<file path="src/rtl/uart_rx_fsm_if.sv">
// Signal bundle between the UART receive frame controller and its environment:
// serial line and frame configuration, link to edge_bit_counter, received word and status.
interface uart_rx_fsm_if #(
   parameter int DATA_WIDTH = 8
);
   logic                  RX_IN;
   logic                  PAR_EN;
   logic                  PAR_TYP;
   logic [3:0]            edge_cnt;
   logic [3:0]            bit_cnt;
   logic                  enable;
   logic                  reset_bit_cnt;
   logic [DATA_WIDTH-1:0] P_DATA;
   logic                  data_valid;
   logic                  par_err;
   logic                  stp_err;
   logic                  busy;

   // Receiver-side view: the frame controller itself.
   modport slave (
      input  RX_IN, PAR_EN, PAR_TYP, edge_cnt, bit_cnt,
      output enable, reset_bit_cnt, P_DATA, data_valid, par_err, stp_err, busy
   );

   // Environment view: line driver, counter and consumer of the received word.
   modport master (
      output RX_IN, PAR_EN, PAR_TYP, edge_cnt, bit_cnt,
      input  enable, reset_bit_cnt, P_DATA, data_valid, par_err, stp_err, busy
   );
endinterface

</file>
<file path="src/rtl/uart_rx_fsm.sv">
// UART receive frame controller. Works with an external edge/bit counter running
// at 8 clocks per bit: majority-samples the line mid-bit, checks start, parity and
// stop bits, deserialises LSB first and publishes good words with a 1-cycle pulse.
module uart_rx_fsm #(
   parameter int DATA_WIDTH = 8,
   parameter int EDGE_MAX   = 7
) (
   input  logic          CLK,
   input  logic          RST,
   uart_rx_fsm_if.slave  bus
);

   localparam logic [3:0] EDGE_LAST = 4'(EDGE_MAX);
   localparam logic [3:0] LAST_BIT  = 4'(DATA_WIDTH);

   typedef enum logic [2:0] {
      IDLE   = 3'd0,
      START  = 3'd1,
      DATA   = 3'd2,
      PARITY = 3'd3,
      STOP   = 3'd4
   } state_t;

   // Two-of-three vote used to reject single-sample line noise.
   function automatic logic majority3(input logic a, input logic b, input logic c);
      return (a & b) | (a & c) | (b & c);
   endfunction

   // Parity bit a correct transmitter sends for word w (odd=1 selects odd parity).
   function automatic logic parity_expected(input logic [DATA_WIDTH-1:0] w, input logic odd);
      return odd ? ~^w : ^w;
   endfunction

   state_t                state_q, state_d;
   logic                  s3_q, s3_d;
   logic                  s4_q, s4_d;
   logic                  sampled_q, sampled_d;
   logic [DATA_WIDTH-1:0] shift_q, shift_d;
   logic                  par_en_q, par_en_d;
   logic                  par_typ_q, par_typ_d;
   logic [DATA_WIDTH-1:0] p_data_q, p_data_d;
   logic                  data_valid_q, data_valid_d;
   logic                  par_err_q, par_err_d;
   logic                  stp_err_q, stp_err_d;
   logic                  bit_end_s;

   assign bit_end_s = (bus.edge_cnt == EDGE_LAST);

   // State and datapath registers; async reset returns everything to idle defaults.
   always_ff @(posedge CLK or posedge RST) begin
      if (RST) begin
         state_q      <= IDLE;
         s3_q         <= 1'b0;
         s4_q         <= 1'b0;
         sampled_q    <= 1'b0;
         shift_q      <= {DATA_WIDTH{1'b0}};
         par_en_q     <= 1'b0;
         par_typ_q    <= 1'b0;
         p_data_q     <= {DATA_WIDTH{1'b0}};
         data_valid_q <= 1'b0;
         par_err_q    <= 1'b0;
         stp_err_q    <= 1'b0;
      end else begin
         state_q      <= state_d;
         s3_q         <= s3_d;
         s4_q         <= s4_d;
         sampled_q    <= sampled_d;
         shift_q      <= shift_d;
         par_en_q     <= par_en_d;
         par_typ_q    <= par_typ_d;
         p_data_q     <= p_data_d;
         data_valid_q <= data_valid_d;
         par_err_q    <= par_err_d;
         stp_err_q    <= stp_err_d;
      end
   end

   // Mid-bit sampling plus next-state and datapath decisions taken at each bit end.
   always_comb begin
      state_d      = state_q;
      s3_d         = s3_q;
      s4_d         = s4_q;
      sampled_d    = sampled_q;
      shift_d      = shift_q;
      par_en_d     = par_en_q;
      par_typ_d    = par_typ_q;
      p_data_d     = p_data_q;
      data_valid_d = 1'b0;
      par_err_d    = par_err_q;
      stp_err_d    = stp_err_q;

      // Samples are taken around the bit centre; the vote completes at edge 5.
      if (bus.edge_cnt == 4'd3) begin
         s3_d = bus.RX_IN;
      end else if (bus.edge_cnt == 4'd4) begin
         s4_d = bus.RX_IN;
      end else if (bus.edge_cnt == 4'd5) begin
         sampled_d = majority3(s3_q, s4_q, bus.RX_IN);
      end else begin
         sampled_d = sampled_q;
      end

      case (state_q)
         IDLE: begin
            if (bus.RX_IN == 1'b0) begin
               // Configuration is frozen for the whole frame; old flags drop here.
               state_d   = START;
               par_en_d  = bus.PAR_EN;
               par_typ_d = bus.PAR_TYP;
               par_err_d = 1'b0;
               stp_err_d = 1'b0;
            end else begin
               state_d = IDLE;
            end
         end
         START: begin
            if (bit_end_s) begin
               // A start bit that reads high mid-bit was a glitch: drop silently.
               state_d = sampled_q ? IDLE : DATA;
            end else begin
               state_d = START;
            end
         end
         DATA: begin
            if (bit_end_s) begin
               shift_d = {sampled_q, shift_q[DATA_WIDTH-1:1]};
               if (bus.bit_cnt == LAST_BIT) begin
                  state_d = par_en_q ? PARITY : STOP;
               end else begin
                  state_d = DATA;
               end
            end else begin
               state_d = DATA;
            end
         end
         PARITY: begin
            if (bit_end_s) begin
               par_err_d = (sampled_q != parity_expected(shift_q, par_typ_q));
               state_d   = STOP;
            end else begin
               state_d = PARITY;
            end
         end
         STOP: begin
            if (bit_end_s) begin
               stp_err_d = ~sampled_q;
               if (sampled_q && !par_err_q) begin
                  p_data_d     = shift_q;
                  data_valid_d = 1'b1;
               end else begin
                  p_data_d = p_data_q;
               end
               state_d = IDLE;
            end else begin
               state_d = STOP;
            end
         end
         default: begin
            state_d = IDLE;
         end
      endcase
   end

   // Counter control and busy are pure decodes of the current state.
   assign bus.enable        = (state_q != IDLE);
   assign bus.reset_bit_cnt = (state_q == IDLE);
   assign bus.busy          = (state_q != IDLE);
   assign bus.P_DATA        = p_data_q;
   assign bus.data_valid    = data_valid_q;
   assign bus.par_err       = par_err_q;
   assign bus.stp_err       = stp_err_q;

endmodule

</file>
<file path="src/flat_wrapper.sv">
// flat-port wrapper written by rule: the top's interface ports become plain ports
module uart_rx_fsm_flat 
#(
   parameter int DATA_WIDTH = 8,
   parameter int EDGE_MAX   = 7
)
  (CLK, RST, bus_RX_IN, bus_PAR_EN, bus_PAR_TYP, bus_edge_cnt, bus_bit_cnt, bus_enable, bus_reset_bit_cnt, bus_P_DATA, bus_data_valid, bus_par_err, bus_stp_err, bus_busy);
  uart_rx_fsm_if #(.DATA_WIDTH(DATA_WIDTH)) bus_i ();
  input  logic CLK;
  input  logic RST;
  input wire logic [$bits(bus_i.RX_IN)-1:0] bus_RX_IN;
  input wire logic [$bits(bus_i.PAR_EN)-1:0] bus_PAR_EN;
  input wire logic [$bits(bus_i.PAR_TYP)-1:0] bus_PAR_TYP;
  input wire logic [$bits(bus_i.edge_cnt)-1:0] bus_edge_cnt;
  input wire logic [$bits(bus_i.bit_cnt)-1:0] bus_bit_cnt;
  output wire logic [$bits(bus_i.enable)-1:0] bus_enable;
  output wire logic [$bits(bus_i.reset_bit_cnt)-1:0] bus_reset_bit_cnt;
  output wire logic [$bits(bus_i.P_DATA)-1:0] bus_P_DATA;
  output wire logic [$bits(bus_i.data_valid)-1:0] bus_data_valid;
  output wire logic [$bits(bus_i.par_err)-1:0] bus_par_err;
  output wire logic [$bits(bus_i.stp_err)-1:0] bus_stp_err;
  output wire logic [$bits(bus_i.busy)-1:0] bus_busy;
  assign bus_i.RX_IN = bus_RX_IN;
  assign bus_i.PAR_EN = bus_PAR_EN;
  assign bus_i.PAR_TYP = bus_PAR_TYP;
  assign bus_i.edge_cnt = bus_edge_cnt;
  assign bus_i.bit_cnt = bus_bit_cnt;
  assign bus_enable = bus_i.enable;
  assign bus_reset_bit_cnt = bus_i.reset_bit_cnt;
  assign bus_P_DATA = bus_i.P_DATA;
  assign bus_data_valid = bus_i.data_valid;
  assign bus_par_err = bus_i.par_err;
  assign bus_stp_err = bus_i.stp_err;
  assign bus_busy = bus_i.busy;
  uart_rx_fsm #(.DATA_WIDTH(DATA_WIDTH), .EDGE_MAX(EDGE_MAX)) u_core (.CLK(CLK), .RST(RST), .bus(bus_i));
endmodule
</file>
<file path="config.mk">
export PLATFORM = sky130hd
export DESIGN_NAME = uart_rx_fsm_flat
export DESIGN_NICKNAME = d
export VERILOG_FILES = /design/src/rtl/uart_rx_fsm_if.sv /design/src/rtl/uart_rx_fsm.sv /design/src/flat_wrapper.sv
export SDC_FILE = /design/constraint.sdc
export NUM_CORES = 1
export LEC_CHECK = 0
export CORE_MARGIN = 1
export CORE_UTILIZATION = 45
export CTS_CLUSTER_SIZE = 40
export DETAILED_ROUTE_END_ITERATION = 16
export PLACE_DENSITY = 0.82
export SLEW_MARGIN = 10
export SYNTH_ARGS = -nofsm -noshare
export SYNTH_HDL_FRONTEND = slang
export SYNTH_SLANG_ARGS = --single-unit
</file>
<file path="constraint.sdc">
create_clock -name CLK -period 2.35 [get_ports CLK]
set_input_delay 0.3525 -clock CLK [delete_from_list [all_inputs] [get_ports CLK]]
set_output_delay 0.3525 -clock CLK [all_outputs]
set_load 0.005 [all_outputs]
</file>
==> summary.md, run 1 <==
The number of synthesis warnings is 0. The setup TNS is 0 ps. The run finished with clean final reports. Summed over all nets, the half-perimeter wirelength after detailed placement is 1710 um. For the number of max-slew violations in the final report, the log shows 0. The clock root buffer master is sky130_fd_sc_hd__clkbuf_4.

The tools report the boundary pin count as 27. Endpoint of the most critical register-to-register path: u_core.bus.P_DATA[6]. The overall overflow remaining after global route came out at 0. Clock-pin slew was measured on the worst setup and hold paths at 150 ps. The count of unique library cells instantiated by Yosys was 30. The maximum fanout along the worst path works out to 7. Summing the sequential cell areas from Yosys gives 52.3% of the chip area.

In this run, post-CTS repair resized a total of 0 instances. In this run the worst hold path is classified as in -> async. Setup repair after global routing left no endpoint under its margin. The predominant post-synthesis flop cell was sky130_fd_sc_hd__dfrtp_1. The delay of the slowest cell on the worst path came out at 490 ps. For this configuration, the core starts out at a cell density of 47.3%. At the end of the flow the core is filled with cells to 58.6%. The standby leakage power is 0.741 nW. Critical path launch point type: a register.

After clock tree synthesis, the flow added hold-fix buffers numbering 0. The share of the cycle needed by the critical path after routing was 88.8%. The number of gates on the worst path with buffers counted is 3, and the area growth from synthesis to layout is 24.0%.

The kind of cell with the highest combined delay along the critical path is buffers and inverters. The tool flagged a number of max-cap violations equal to 0. Clock tree synthesis inserted a total of 3 buffers. Walking the worst path, the cells encountered are nor3_1 -> inv_1 -> clkdlybuf4s50_1.

The number of global-route vias before repair came out at 921. The buffer and inverter count on the worst path is 2. The logs give 0.831 for the final weighted congestion of routability-driven global placement and 8.88 ps for the post-route clock skew. For this run, the top clock speed supported by timing is 479 MHz.

Measured along the x axis, the die boundary spans 55.6 um. The slowest library cell on the worst path was sky130_fd_sc_hd__dfrtp_1. The routed design has 2250 um of wire. The ratio of total power to cell area is 636 nW/um^2, and the die outline area is 3090 sq um. The post-synthesis async set-or-reset flop share came out at 100%. The global-route wire length before repair is 4060 um. The tools report the minimum setup slack in the final design as 263 ps. The fraction of final layout cells sized beyond drive strength 1 is 22.1%. Summing over every cut layer, the via total after detailed routing is 862.

The number of cells traversed by the worst register-to-register path came out at 5. The critical path start-end classification was reg -> out. The final hold violation count was 0; the actual transition at the worst max-transition pin was 388 ps. Global routing used 16.8% of the available tracks.

Total inserted antenna cells: 0. For the number of H-tree levels, the log shows 1. The count of nets left with antenna violations once routing finished came out at 0. Using the TritonRoute via totals, the vias-per-cell ratio works out to 5.32. Leading cell type in the layout, fill and taps excluded: sky130_fd_sc_hd__dfrtp_1. The number of standard-cell rows in the floorplan is 19. Number of antenna violations at the first check in global routing: 0. The post-layout minimum cycle time is 2090 ps.

The worst register-to-register path begins at u_core.state_q[1]. TritonCTS built the clock tree. The maximum clock insertion buffer count was 2; the first-pass detailed-route iteration total was 4.

Headroom to the max-slew limit came out at 73.8%. The port buffer count was 26. The logs give 0 for the setup violation total in the final timing report and 353 ps for the worst hold slack after final layout.

In the routed design, unresolved DRC markers number 0. The most critical setup path has its endpoint at bus_enable. Height of the die: 55.6 um. In this run the worst setup path begins at u_core.state_q[2]. The run gives 28 as the pin count of the biggest net entering global routing. For the first-iteration detailed-routing DRC count, the log shows 7. The flop and latch count out of synthesis works out to 27. The count of flip-flops with a built-in enable after synthesis was 0; the core outline area was 2730 sq um. The peak ir drop on the vdd network was 0.424 mV. Number of standard cells after synthesis: 102. The clock net in this run drives a total of 27 sinks. The netlist area before placement was 1290 sq um; the average wire per cell in the routed design was 13.9 um.

Average instance area after synthesis: 12.7 sq um. Net count after synthesis: 115. The run gives 120 ps as the setup slack after placement. The worst register-to-register path has a setup slack of 550 ps. The top cell types in the final layout, fill and taps aside, are sky130_fd_sc_hd__dfrtp_1 (27), sky130_fd_sc_hd__clkdlybuf4s50_1 (26), sky130_fd_sc_hd__mux2_2 (10), sky130_fd_sc_hd__mux2_4 (8), sky130_fd_sc_hd__nand2_1 (7). Data on the critical path is required at its endpoint by 2000 ps. The clock reaches the later pin of the worst-skew pair after 330 ps. At the end of the flow, the number of nets in the layout was 145. At the worst endpoint, the arrival time is 1730 ps. STA classifies the critical path endpoint as an output port.

The number of buffers inserted to repair setup after CTS was 0.
==> cell families after synthesis <==
| family | share of synthesized area [%] |
|---|---|
| flops | 52.3 |
| compound gates | 4.45 |
| xor+xnor | 6.49 |
| mux | 18.0 |
| buf+inv | 5.23 |
| simple gates | 13.6 |
==> worst min path at each step <==
stage | start | endpoint | cells past startpoint
finish | RST | u_core.bus.P_DATA[7] | 3
detailed placement | u_core.par_typ_q | u_core.par_typ_q | 2
global placement | u_core.s3_q | u_core.s3_q | 1
CTS | RST | u_core.bus.P_DATA[6] | 3
global route | RST | u_core.bus.P_DATA[6] | 3
floorplan | RST | u_core.bus.P_DATA[0] | 1
==> layout make-up <==
class,count,area (sq um)
multi-input combinational,65,549
fill,231,1130
sequential,27,676
inverter,5,18.8
clock inverter,1,7.51
timing repair buffer,30,290
tap,31,38.8
clock buffer,3,22.5
==> per-layer routing <==
metal	track usage, %	vias to the layer above	part of all wire [%]
li1	-	416	-
met1	20.5	415	42
met2	29.1	29	52
met3	5.12	2	5.3
met4	3.93	0	0.58
met5	0	-	0
==> power breakdown <==
group          internal, mW  total [mW]  switching, mW
Clock                0.0651       0.207          0.142
Sequential            0.516       0.578         0.0614
Combinational         0.135       0.235          0.100
Total                 0.716        1.02          0.304
==> state kept, by name (all words and copies together) (netlist names) <==
name and cells:
u_core.par_en_q 1, u_core.par_typ_q 1, u_core.sampled_q 1, u_core.bus.data_valid 1, u_core.state_q 3, u_core.bus.P_DATA 8
u_core.bus.par_err 1, u_core.shift_q 8, u_core.s4_q 1, u_core.bus.stp_err 1, u_core.s3_q 1
==> through the flow <==
stage / power (mW) / area, sq um / cells
after floorplan: 0.738 / 1290 / 102
after global placement: 0.807 / 1570 / 158
after CTS: 1.03 / 1600 / 162
after global routing: 1.08 / 1600 / 162
final: 1.02 / 1600 / 162
after detailed placement: 0.821 / 1570 / 158
==> Yosys cell counts (2+ instances only) <==
cell type                 count  area (sq um)
sky130_fd_sc_hd__nor3_1       2          10.0
sky130_fd_sc_hd__o21ai_0      4          20.0
sky130_fd_sc_hd__mux2_2      10           113
sky130_fd_sc_hd__buf_6        2          22.5
sky130_fd_sc_hd__nor2_1       6          22.5
sky130_fd_sc_hd__nand3_1      3          15.0
sky130_fd_sc_hd__nand2_1      7          26.3
sky130_fd_sc_hd__mux2_4       8           120
sky130_fd_sc_hd__xnor2_1      6          52.6
sky130_fd_sc_hd__a21oi_1      3          15.0
sky130_fd_sc_hd__dfrtp_1     27           676
sky130_fd_sc_hd__inv_1        5          18.8
sky130_fd_sc_hd__nor4b_1      2          17.5
==> worst register-to-register path, delay by kind of cell, from the launching register on <==
family	cells	cell delay (ps)
mux	1	310
flops	1	490
simple gates	3	710
buf+inv	1	200
Power figures use the tool's default switching activity.
==> run 2: changes to the inputs <==
--- a/config.mk
+++ b/config.mk
@@ -9,7 +9,9 @@
 export CORE_UTILIZATION = 45
 export CTS_CLUSTER_SIZE = 40
 export DETAILED_ROUTE_END_ITERATION = 16
+export GPL_TIMING_DRIVEN = 0
 export PLACE_DENSITY = 0.82
+export SETUP_SLACK_MARGIN = 0.02
 export SLEW_MARGIN = 10
 export SYNTH_ARGS = -nofsm -noshare
 export SYNTH_HDL_FRONTEND = slang
==> run 2 against run 1 <==
Compared with the run above: via count down 1.2%; combinational power up 20%; global-route usage down 1.8 points; fmax down 0.77%; sequential share of layout area down 0.52 points; count of clock-buffer cells in the layout up 1; die area unchanged; sequential power down 4.0%; non-clock buffer count up 1; clock skew down 7.3 ps; routed wire length down 5.5%; critical endpoint unchanged; largest power group unchanged; highest routed layer unchanged.
==> summary.md, run 2 (synthesis results as in run 1) <==
The tools report the HPWL reported at the end of detailed placement as 1560 um (was 1710 um). Detailed-route wire length on metal 1: 1000 um (was 956 um). The highest achievable clock rate is 475 MHz (was 479 MHz). The critical path launch point type was a register (unchanged).

The maximum fanout along the worst path was 7 (unchanged). The required time of the critical path is 2000 ps (about the same), and the standby leakage power is 0.753 nW (was 0.741 nW). TritonCTS built the clock tree. The number of antenna violations at the first check in global routing is 0 (unchanged).

The tools report the setup slack of the most critical reg-to-reg path as 540 ps (was 550 ps). First-pass detailed-route iteration total: 4 (unchanged). The tools report the element type at the critical path end as an output port (unchanged). The first-iteration detailed-routing DRC count was 14 (was 7). The tools report the launch point of the worst reg-to-reg path as u_core.state_q[1] (unchanged). The boundary pin count is 27 (unchanged), and the number of filler instances in the final layout is 226 (was 231). The post-route clock skew is 1.60 ps (was 8.88 ps), and the final design instance area without fill is 1620 sq um (was 1600 sq um). The effective utilization at floorplan is 47.3% (unchanged), and the critical path data arrival time is 1750 ps (was 1730 ps).

For the number of violations of the max-capacitance limit, the log shows 0 (unchanged). For the number of buffers inserted to repair setup after CTS, the log shows 0 (unchanged). For the antenna violation net count after detailed routing, the log shows 0 (unchanged). The run finished with clean final reports.

The multi-input combinational cell area came out at 554 sq um (was 549 sq um). Number of cells on the worst hold path: 1. Clock latency on the worst-skew pair: 310 ps (was 330 ps).

The share of the cycle needed by the critical path after routing is 89.5% (was 88.8%). The run gives 0.418 mV (was 0.424 mV) as the peak ir drop on the vdd network. The total inserted antenna cells is 0 (unchanged). The tools report the number of non-filler instances in the completed layout as 163 (was 162).

The final-stage net count is 146 (was 145), and the setup TNS is 0 ps (unchanged). For the number of sinks handled by clock tree synthesis, the log shows 27 (unchanged). For the routed via count, the log shows 852 (was 862). The leading cell type in the layout, fill and taps excluded was sky130_fd_sc_hd__dfrtp_1 (unchanged). The setup violation total in the final timing report came out at 0 (unchanged).

The pin count of the biggest net entering global routing was 28 (unchanged); the post-place instance area was 1590 sq um (was 1570 sq um). The number of cells traversed by the worst register-to-register path was 6 (was 5); the final wirelength was 2130 um (was 2250 um). The sequential cell area is 676 sq um (unchanged). Maximum clock insertion buffer count: 2 (unchanged). The port buffer count came out at 26 (unchanged). Number of standard-cell rows in the floorplan: 19 (unchanged). Worst hold path endpoint: u_core.bus.P_DATA[4]. The die outline area is 3090 sq um (unchanged).

The critical path start-end classification was reg -> out (unchanged). The average wire per cell in the routed design was 13.1 um (was 13.9 um); the number of max-slew violations in the final report was 0 (unchanged). The run gives 2730 sq um (unchanged) as the core outline area. The clock edge transition at the registers on the reported setup and hold paths was 130 ps (was 150 ps); the count of hold buffers inserted by post-cts repair was 0 (unchanged). For the post-placement cell count, the log shows 159 (was 158). Number of H-tree levels: 1 (unchanged).

The final hold violation count is 0 (unchanged), and the ratio of total power to cell area is 632 nW/um^2 (was 636 nW/um^2). The horizontal die dimension came out at 55.6 um (unchanged). For the number of buffers inserted during clock tree synthesis, the log shows 3 (unchanged). Area growth from synthesis to layout: 25.6% (was 24.0%).

The total track usage was 15.0% (was 16.8%). The run gives 3710 um (was 4060 um) as the global-route wire length before repair. The overall overflow remaining after global route was 0 (unchanged). Setup repair after global routing left no endpoint under its margin. The top metal layer carrying routed signals was met4 (unchanged).

In this run the most critical hold path is launched from u_core.bus.P_DATA[4]. Most frequent cells in the layout: sky130_fd_sc_hd__dfrtp_1 (27), sky130_fd_sc_hd__clkdlybuf4s50_1 (26), sky130_fd_sc_hd__mux2_2 (10), sky130_fd_sc_hd__mux2_4 (8), sky130_fd_sc_hd__nand2_1 (7) (unchanged). For the final weighted congestion of routability-driven global placement, the log shows 0.741 (was 0.831). The type of the worst min-delay path was reg -> reg (was in -> async).

The actual transition at the worst max-transition pin is 1000 ps (was 388 ps). For the wire length on met2, the log shows 1030 um (was 1160 um). The height of the die works out to 55.6 um (unchanged). The via count normalized by instance count was 5.23 (was 5.32). The endpoint of the most critical register-to-register path is u_core.bus.P_DATA[6] (unchanged).

The post-layout minimum cycle time came out at 2100 ps (was 2090 ps). The run gives 33.1% (was 73.8%) as the worst slew slack as a fraction of its limit. For the number of global-route vias before repair, the log shows 875 (was 921). The tools report the met3 wire length as 94 um (was 119 um).

The tools report the clock root buffer master as sky130_fd_sc_hd__clkbuf_4 (unchanged). The fraction of final layout cells sized beyond drive strength 1 was 22.7% (was 22.1%); the DRC violation count after routing was 0 (unchanged).
run 2: metal layers:
layer,vias to the layer above,track usage (%)
met5,-,0
met4,0,5.71
met3,2,3.02
met2,27,24.3
met1,407,20.0
li1,416,-
run 2: power breakdown:
group / total, mW / switching (mW) / internal (mW)
Combinational: 0.282 / 0.126 / 0.156
Clock: 0.189 / 0.123 / 0.0663
Sequential: 0.555 / 0.0389 / 0.516
Total: 1.03 / 0.287 / 0.738
run 2: how the worst max path moves through the flow:
stage / to / slack (ps) / cells past startpoint / from
floorplan: u_core.bus.P_DATA[0] / 640 / 6 / u_core.state_q[1]
global placement: u_core.bus.P_DATA[7] / 100 / 7 / bus_edge_cnt[1]
detailed placement: u_core.bus.P_DATA[6] / 80 / 7 / bus_edge_cnt[1]
CTS: bus_enable / 130 / 5 / u_core.state_q[1]
global route: bus_enable / 100 / 5 / u_core.state_q[1]
finish: bus_enable / 250 / 4 / u_core.state_q[2]
run 2: repair_timing:
action / CTS / global route
endpoints found under the hold margin: 0 / 0
setup endpoints to repair: 0 / 1
resized for setup: 0 / 1
run 2: final cells by class:
cell class                 count  share of cell area [%]
buffer                         5                    3.01
clock buffer                   4                    1.62
inverter                       5                    1.16
multi-input combinational     65                    34.2
sequential                    27                    41.6
tap                           31                    2.39
timing repair buffer          26                    16.0
run 2: critical path, stage by stage (launching register included):
cell	delay (ps)
sky130_fd_sc_hd__dfrtp_1	500
sky130_fd_sc_hd__nor3_2	270
sky130_fd_sc_hd__inv_1	100
sky130_fd_sc_hd__buf_4	140
sky130_fd_sc_hd__clkdlybuf4s50_1	430
run 2: per-stage QoR:
step	setup WS (ps)	hold WS (ps)	total power [mW]	util, %
floorplan	639	405	0.738	-
global placement	102	493	0.832	58.2
detailed placement	79.3	497	0.843	58.2
CTS	131	529	1.04	59.2
global route	102	538	1.10	59.4
finish	247	524	1.03	59.4
==> run 3: changes to the inputs <==
==> constraint.sdc (replaced) <==
create_clock -name CLK -period 2.35 [get_ports CLK]
set_input_delay 0.3525 -clock CLK [delete_from_list [all_inputs] [get_ports CLK]]
set_output_delay 0.3525 -clock CLK [all_outputs]
set_load 0.05 [all_outputs]
==> run 3 against run 2 <==
Compared with the run above: final area grew 0.85%; final cell count is the same; die area stayed put; largest power group unchanged; non-clock buffer count unchanged; global-route usage increased by 0.89 points; utilization rose by 0.50 points; count of clock-buffer cells in the layout decreased by 1.
==> summary.md, run 3 (synthesis results as in run 1) <==
The antenna violation net count after detailed routing was 0 (unchanged); the ratio of total power to cell area was 687 nW/um^2 (was 632 nW/um^2). The number of sinks handled by clock tree synthesis is 27 (unchanged), and the buffer and inverter count on the worst path is 3 (unchanged). The average wire per cell in the routed design was 13.2 um (was 13.1 um). CP Cell Sequence: nor3_4 -> inv_1 -> buf_4 -> dlygate4sd2_1 (was nor3_2 -> inv_1 -> buf_4 -> clkdlybuf4s50_1).

Core outline area: 2730 sq um (unchanged). The clock edge transition at the registers on the reported setup and hold paths was 140 ps (was 130 ps); the number of standard-cell rows in the floorplan was 19 (unchanged). Number of antenna violations at the first check in global routing: 0 (unchanged). The critical path launch point type is a register (unchanged). Worst slew slack as a fraction of its limit: 33.1% (about the same). Most frequent cells in the layout: sky130_fd_sc_hd__dfrtp_1 (27), sky130_fd_sc_hd__clkdlybuf4s50_1 (23), sky130_fd_sc_hd__mux2_2 (10), sky130_fd_sc_hd__mux2_4 (8), sky130_fd_sc_hd__nand2_1 (7) (was sky130_fd_sc_hd__dfrtp_1 (27), sky130_fd_sc_hd__clkdlybuf4s50_1 (26), sky130_fd_sc_hd__mux2_2 (10), sky130_fd_sc_hd__mux2_4 (8), sky130_fd_sc_hd__nand2_1 (7)). The tools report the peak ir drop on the vdd network as 0.495 mV (was 0.418 mV).

TritonCTS built the clock tree. The maximum fanout along the worst path is 7 (unchanged). Element type at the critical path end: an output port (unchanged). The total inserted antenna cells was 0 (unchanged). For the final-stage net count, the log shows 146 (unchanged). The kind of cell adding the most delay to the critical path is buffers and inverters (unchanged). The logs give 11 (was 14) for the first-iteration detailed-routing DRC count and 0 (unchanged) for the final hold violation count. The number of violations of the max-capacitance limit came out at 0 (unchanged). The delay of the slowest cell on the worst path is 530 ps (was 500 ps). Number of H-tree levels: 1 (unchanged). The first-pass detailed-route iteration total is 4 (unchanged).

Critical path start-end classification: reg -> out (unchanged). Height of the die: 55.6 um (unchanged). The share of the cycle needed by the critical path after routing is 89.1% (was 89.5%), and the total track usage is 15.9% (was 15.0%). The DRC violation count after routing was 0 (unchanged); the number of non-filler instances in the completed layout was 163 (unchanged). The count of hold buffers inserted by post-cts repair came out at 0 (unchanged). The run finished with clean final reports. The logs give 0 (unchanged) for the setup violation total in the final timing report and 2000 ps (about the same) for the required time of the critical path. Setup repair after global routing left no endpoint under its margin. The number of buffers inserted to repair setup after CTS came out at 0 (unchanged). The horizontal die dimension works out to 55.6 um (unchanged). The tools report the clock root buffer master as sky130_fd_sc_hd__clkbuf_4 (unchanged). The logs give 0.728 (was 0.741) for the final weighted congestion of routability-driven global placement and 159 (unchanged) for the post-placement cell count. The post-layout minimum cycle time is 2090 ps (was 2100 ps). The area growth from synthesis to layout is 26.6% (was 25.6%). The logs give 0.767 nW (was 0.753 nW) for the standby leakage power and 27 (unchanged) for the boundary pin count.

The logs give 218 (was 226) for the number of filler instances in the final layout and 3870 um (was 3710 um) for the global-route wire length before repair. The port buffer count was 26 (unchanged). The maximum clock insertion buffer count was 2 (unchanged). The routed via count was 852 (unchanged); the highest achievable clock rate was 477 MHz (was 475 MHz). The leading cell type in the layout, fill and taps excluded was sky130_fd_sc_hd__dfrtp_1 (unchanged).

The run gives 1590 um (was 1560 um) as the HPWL reported at the end of detailed placement. For the setup TNS, the log shows 0 ps (unchanged). The overall overflow remaining after global route was 0 (unchanged). The type of the worst min-delay path was reg -> reg (unchanged). The final wirelength was 2160 um (was 2130 um); the clock latency on the worst-skew pair was 320 ps (was 310 ps). The number of buffers inserted during clock tree synthesis is 3 (unchanged), and the actual transition at the worst max-transition pin is 1000 ps (about the same). The effective utilization at floorplan is 47.3% (unchanged), and the pin count of the biggest net entering global routing is 28 (unchanged).

Slowest library cell on the worst path: sky130_fd_sc_hd__dfrtp_1 (unchanged). The tools report the die outline area as 3090 sq um (unchanged). The number of global-route vias before repair was 867 (was 875); the via count normalized by instance count was 5.23 (unchanged). The tools report the critical path data arrival time as 1740 ps (was 1750 ps). The post-route clock skew came out at 3.61 ps (was 1.60 ps). The number of max-slew violations in the final report is 0 (unchanged), and the fraction of final layout cells sized beyond drive strength 1 is 23.5% (was 22.7%).
[run 3: cell types whose count changed in the layout (fill, tap and decap cells not counted)]
cell,previous run,this run
sky130_fd_sc_hd__nor3_2,1,0
sky130_fd_sc_hd__dlymetal6s2s_1,0,2
sky130_fd_sc_hd__clkinvlp_4,0,1
sky130_fd_sc_hd__nor3_4,0,1
sky130_fd_sc_hd__clkdlybuf4s50_1,26,23
sky130_fd_sc_hd__dlygate4sd2_1,0,1
sky130_fd_sc_hd__clkbuf_1,1,0
[run 3: report_power, final]
part | leakage, nW | internal (mW) | switching [mW]
logic | 0.390 | 0.154 | 0.212
clock network | 0.0139 | 0.0650 | 0.138
registers | 0.363 | 0.516 | 0.0381
total | 0.767 | 0.735 | 0.389
[run 3: final timing paths]
check | slack, ps | depth (start not counted) | to | start
max reg2reg | 470 | 6 | u_core.bus.P_DATA[5] | u_core.state_q[1]
min reg2reg | 530 | 1 | u_core.bus.P_DATA[2] | u_core.bus.P_DATA[2]
min | 530 | 1 | u_core.bus.P_DATA[2] | u_core.bus.P_DATA[2]
max in group asynchronous | 1200 | 2 | u_core.shift_q[4] | RST
max | 260 | 4 | bus_enable | u_core.state_q[2]
min in group asynchronous | 540 | 2 | u_core.shift_q[6] | RST
[run 3: layout make-up]
class | count | area (sq um) | area share [%]
buffer | 5 | 48.8 | 2.98
clock buffer | 3 | 22.5 | 1.38
clock inverter | 1 | 7.51 | 0.459
inverter | 5 | 18.8 | 1.15
multi-input combinational | 65 | 561 | 34.3
sequential | 27 | 676 | 41.3
tap | 31 | 38.8 | 2.37
timing repair buffer | 26 | 264 | 16.1
[run 3: what timing repair did]
item	4_1_cts	5_1_grt
endpoints found under the setup margin	1	2
pin swaps	0	0
resized for setup	1	2
[run 3: per-stage QoR]
stage | hold slack, ps | area [sq um] | power (mW) | setup WS [ps] | utilization [%]
2_1_floorplan | 405 | 1300 | 0.827 | 295 | -
3_3_place_gp | 493 | 1600 | 0.922 | 98.4 | 58.6
3_5_place_dp | 497 | 1600 | 0.935 | 79.1 | 58.6
4_1_cts | 530 | 1630 | 1.14 | 42.7 | 59.7
5_1_grt | 521 | 1640 | 1.19 | 151 | 59.9
6_report | 525 | 1640 | 1.12 | 255 | 59.9
[run 3: metal layers]
layer,up-vias,part of all wire (%),GRT usage [%]
met4,0,0,5.36
met5,-,0,0
met3,0,6.1,3.02
li1,411,-,-
met2,31,50,26.9
met1,410,44,20.5
